### config.mk
export PLATFORM = sky130hd
export DESIGN_NAME = decode_issue_ctrl
export DESIGN_NICKNAME = d
export VERILOG_FILES = /design/src/rtl/decode_issue_ctrl.sv
export SDC_FILE = /design/constraint.sdc
export NUM_CORES = 1
export LEC_CHECK = 0
export BUFFER_PORTS_ARGS = -buffer_cell sky130_fd_sc_hd__buf_2
export CORE_MARGIN = 4
export CORE_UTILIZATION = 55
export DETAILED_ROUTE_END_ITERATION = 8
export PLACE_DENSITY_LB_ADDON = 0.12
export SLEW_MARGIN = 20
export SYNTH_ARGS = -nofsm -noshare
export SYNTH_HDL_FRONTEND = slang
export SYNTH_SLANG_ARGS = --single-unit
### constraint.sdc
create_clock -name clk -period 7.3 [get_ports clk]
set_clock_uncertainty 0.15 [all_clocks]
set_input_delay 0.365 -clock clk [delete_from_list [all_inputs] [get_ports clk]]
set_output_delay 0.365 -clock clk [all_outputs]
set_load 0.05 [all_outputs]
### src/rtl/decode_issue_ctrl.sv
// Issue controller between fetch and the decoder: a 2-entry instruction queue with RV64 load-use bubbling.
// Build option: define DECODE_HAZARD_CHK_EN to include the load tracker, bubble insertion and stall_cnt.
module decode_issue_ctrl #(
    parameter int PC_W  = 64,
    parameter int CNT_W = 16
) (
    input  logic             clk,
    input  logic             rst,
    input  logic             if_valid,
    input  logic [31:0]      if_instr,
    input  logic [PC_W-1:0]  if_pc,
    output logic             if_ready,
    output logic             id_valid,
    output logic [31:0]      id_instr,
    output logic [PC_W-1:0]  id_pc,
    output logic             id_illegal,
    input  logic             ex_ready,
    input  logic             flush,
    output logic [CNT_W-1:0] stall_cnt
);

    typedef enum logic [6:0] {
        OP_LOAD   = 7'b0000011,
        OP_STORE  = 7'b0100011,
        OP_BRANCH = 7'b1100011,
        OP_JAL    = 7'b1101111,
        OP_JALR   = 7'b1100111,
        OP_LUI    = 7'b0110111,
        OP_AUIPC  = 7'b0010111,
        OP_IMM    = 7'b0010011,
        OP_IMM32  = 7'b0011011,
        OP_REG    = 7'b0110011,
        OP_REG32  = 7'b0111011
    } opcode_e;

    typedef struct packed {
        logic [31:0]     instr;
        logic [PC_W-1:0] pc;
    } entry_t;

    entry_t      mem [2];
    logic        rd_ptr;
    logic        wr_ptr;
    logic [1:0]  cnt;
    logic        push;
    logic        pop;
    logic        haz;
    logic        not_empty;
    logic        illegal;
    entry_t      head;

    assign head      = mem[rd_ptr];
    assign not_empty = (cnt != 2'd0);
    assign if_ready  = (cnt != 2'd2);
    assign id_valid  = not_empty & ~haz;
    assign push      = if_valid & if_ready & ~flush;
    assign pop       = id_valid & ex_ready & ~flush;

    assign id_instr   = not_empty ? head.instr : 32'd0;
    assign id_pc      = not_empty ? head.pc : {PC_W{1'b0}};
    assign id_illegal = not_empty & illegal;

    always_comb begin
        // NOTE: default first so every path assigns illegal and no latch is inferred.
        illegal = 1'b1;
        case (head.instr[6:0])
            OP_LOAD, OP_STORE, OP_BRANCH, OP_JAL, OP_JALR, OP_LUI,
            OP_AUIPC, OP_IMM, OP_IMM32, OP_REG, OP_REG32: illegal = 1'b0;
            default: illegal = 1'b1;
        endcase
    end

    // NOTE: queue storage has no reset; cnt alone decides which entries are meaningful.
    always_ff @(posedge clk) begin
        if (push) begin
            mem[wr_ptr] <= '{instr: if_instr, pc: if_pc};
        end
    end

    // NOTE: sequential state uses non-blocking assignments so all registers update together at the edge.
    always_ff @(posedge clk) begin
        if (rst || flush) begin
            cnt    <= 2'd0;
            rd_ptr <= 1'b0;
            wr_ptr <= 1'b0;
        end else begin
            rd_ptr <= rd_ptr ^ pop;
            wr_ptr <= wr_ptr ^ push;
            case ({push, pop})
                2'b10:   cnt <= cnt + 2'd1;
                2'b01:   cnt <= cnt - 2'd1;
                default: cnt <= cnt;
            endcase
        end
    end

`ifdef DECODE_HAZARD_CHK_EN
    logic       ld_vld;
    logic [4:0] ld_rd;
    logic       uses_rs1;
    logic       uses_rs2;
    logic       is_load;
    logic [4:0] rd;
    logic [4:0] rs1;
    logic [4:0] rs2;

    assign rd  = head.instr[11:7];
    assign rs1 = head.instr[19:15];
    assign rs2 = head.instr[24:20];

    always_comb begin
        uses_rs1 = 1'b0;
        uses_rs2 = 1'b0;
        is_load  = 1'b0;
        case (head.instr[6:0])
            OP_LOAD:                    begin uses_rs1 = 1'b1; is_load = 1'b1; end
            OP_STORE, OP_BRANCH,
            OP_REG, OP_REG32:           begin uses_rs1 = 1'b1; uses_rs2 = 1'b1; end
            OP_JALR, OP_IMM, OP_IMM32:  uses_rs1 = 1'b1;
            default:                    ;
        endcase
    end

    assign haz = ld_vld & not_empty &
                 ((uses_rs1 & (rs1 == ld_rd)) | (uses_rs2 & (rs2 == ld_rd)));

    // The tracker only advances when EX moves, so a stalled EX keeps the bubble alive.
    always_ff @(posedge clk) begin
        if (rst) begin
            ld_vld <= 1'b0;
            ld_rd  <= 5'd0;
        end else if (flush) begin
            ld_vld <= 1'b0;
        end else if (ex_ready) begin
            if (pop && is_load && (rd != 5'd0)) begin
                ld_vld <= 1'b1;
                ld_rd  <= rd;
            end else begin
                ld_vld <= 1'b0;
            end
        end
    end

    always_ff @(posedge clk) begin
        if (rst) begin
            stall_cnt <= '0;
        end else if (haz && (stall_cnt != {CNT_W{1'b1}})) begin
            stall_cnt <= stall_cnt + 1'b1;
        end
    end
`else
    assign haz       = 1'b0;
    assign stall_cnt = '0;
`endif

endmodule

==> metrics <==
post-synth top area share between 70% and 80%; Post CTS Setup Buffer Count 0; post-synthesis cell count 455; final wirelength ~16000 um; Buf/Inv on CP 2; Sum Neg Setup Slack 0 ps; Worst R2R End mem[0][38]; adder-cell share of the synthesized area less than 1%; Worst-Margin Slew 1100 ps; vias in the first global route between 4000 and 5000; Reg2Reg Depth 5; row count 42; mux share of post-synthesis cell area between 10 and 15%; global-route wire length before repair approximately 25000 um; Synth Area in Compound Gates 0.247%; global route hottest layer met2; met2 GRT Util 36.1%; DRT Pass-1 Iters 4; simple-gate share of the synthesized area approximately 5.7%; WHS Path Cells 2; Chip Width 126 um; cell area power density about 240 nW/um^2; core area 13400 um^2; Rel. slew slack a little over a quarter; met1 usage 24.5%; CTS Buffer Depth 2; Leak about 3.9 nW; final worst path period need 3420 ps; Most used DFF post-synth edfxtp_1; H-tree levels 4; slowest cell delay on critical path ~900 ps; ANT cells 0; synth top area cells edfxtp_1, mux2i_1, nor2_1; RSZ-0062 raised after global routing no; most common cell after layout, fill and taps aside buf_2; Cell Area, Synth approximately 7600 um^2; total vias in the final route around 4700; Fin. Hold Viols 0; Die H ~130 um; largest family of logic cells by synthesized area multiplexers; share of cells above drive strength 1 a little under a third; worst min path class input pin to flop; Post-synth EDFFs about 190; synthesized flop and latch total between 150 and 200; GPL Wtd Cong approximately 0.74; Clk pin slew, worst setup/hold paths approximately 60 ps; Max Freq 293 MHz; worst path required time between 6000 and 7000 ps; total congestion overflow 0; hold_sp flush; Final period util approximately 47%; crit path launch type flop; crit path cell chain buf_4, mux2i_1, nor2_1, buf_2; CTS tree yes; fillcell total 808; Register-to-Register Setup Slack 4570 ps; multi-input logic area around 1600 um^2; status finished clean; Setup CP Type flop to primary output; Area Overhead vs Synth 35.1%; die area between 15000 and 20000 um^2; Hold Path Sink cnt[1]; Starting Density between 50% and 60%; cell family with most CP delay buffers and inverters; Seq. cell area 5850 um^2; Crit Path Max Fanout between 60 and 70; largest net degree at the start of global routing just over 60; Residual DRC 0; GRT Total Usage between 20 and 25%; post-route ant nets 0; Final Max Tran Viols 0; via/cell ratio roughly 5.0; wire length per cell between 15 and 20 um; library cells used by synthesis 26; CTS sink count 196; CP Capture Type primary output; Finished Cell Area 10300 um^2; most frequent cells in the layout buf_2, edfxtp_1, nor2_1, dlygate4sd3_1, mux2i_1; Clock Latency Late Sink roughly 420 ps; IO buf count 199; placed wire-length estimate about 9500 um; Avg Inst Size Synth 16.7 um^2; initial antenna violation count 0; final setup fails 0; io pins roughly 220; maxcap violations 0; R2R Path Start cnt[0]; Worst path slowest cell buf_4; met3 GRT Util 5.93%; VDD IR max roughly 0.16 mV; Synth area leader edfxtp_1; Post-Synth XOR/XNOR Area less than 1%; root buf cell clkbuf_16; TritonCTS Buffers 17; Post-synth ARST share 0%; Arr. time, crit path slightly below 3000 ps; register area share after synthesis 76.8%; Post-Place Cell Area around 8700 um^2; nets around 860; Ys Warns 0; detailed router's first-iteration violation count approximately 230
-- metal layers --
layer,vias up,wire length [um]
met2,156,8690
met3,19,948
met4,0,221
met1,2271,6260
li1,2239,-
met5,-,0
-- kinds of logic (layout without fill, tap and decap cells) --
group / after synthesis / in the layout
mux: 97 / 97
flops: 196 / 196
xor+xnor: 4 / 4
fa+ha+maj: 4 / 4
compound gates: 3 / 3
other cells: 1 / 16
buf+inv: 40 / 336
simple gates: 110 / 110
-- power by group --
part	switching, mW	internal [mW]
registers	0.00923	1.27
clock network	0.372	0.531
logic	0.148	0.0849
-- synth_stat cells (2+ instances only) --
cell type  instances
dfxtp_1            4
mux2i_1           94
clkbuf_1           5
nor3_1             4
edfxtp_1         192
nand2_1            3
ha_1               3
buf_2             11
inv_1              3
xor2_1             2
buf_4             20
and2_1             2
nor2_1            98
xnor2_1            2
-- worst register-to-register path, stage by stage, from the launching register on --
cell and delay (ps):
dfxtp_1 430, nand2b_1 200, nand3b_1 120, inv_1 160, ha_4 540, buf_4 710
-- how the worst max path moves through the flow --
stage / startpoint / end / cells after the start
final: rd_ptr / id_instr[19] / 4
after global routing: rd_ptr / id_instr[17] / 4
after CTS: rd_ptr / id_pc[32] / 4
after detailed placement: rd_ptr / id_pc[32] / 4
after global placement: rd_ptr / id_pc[37] / 4
after floorplan: cnt[0] / mem[1][0] / 4
-- flip-flops by register name, summed over array words and instances (netlist names) --
| name | flops |
|---|---|
| mem | 192 |
| cnt | 2 |
| wr_ptr | 1 |
| rd_ptr | 1 |
-- per-stage QoR --
step                      power, mW  util [%]  cells  hold WS [ps]  setup WS (ps)
after floorplan                1.44         -    470           286           3320
after global placement         1.49      65.0    812           403           4400
after detailed placement       1.49      65.0    812           406           4400
after CTS                      2.43      76.5    941          16.9           3920
after global routing           2.51      76.7    942          26.4           3730
final                          2.42      76.7    942          30.9           3880
-- repair_timing --
action                    4_1_cts  5_1_grt
gates resized for setup         0        0
hold buffers                   97        0
hold endpoints to repair      196        0
-- area by class of cell --
| class | count | share of cell area, % |
|---|---|---|
| flip-flops and latches | 196 | 56.9 |
| clock inverters | 13 | 1.36 |
| multi-input cells | 234 | 15.6 |
| clock buffers | 19 | 4.21 |
| well taps | 176 | 2.14 |
| inverters | 3 | 0.110 |
| repair buffers | 301 | 19.6 |
No activity file was read; power rests on OpenSTA's default activity.
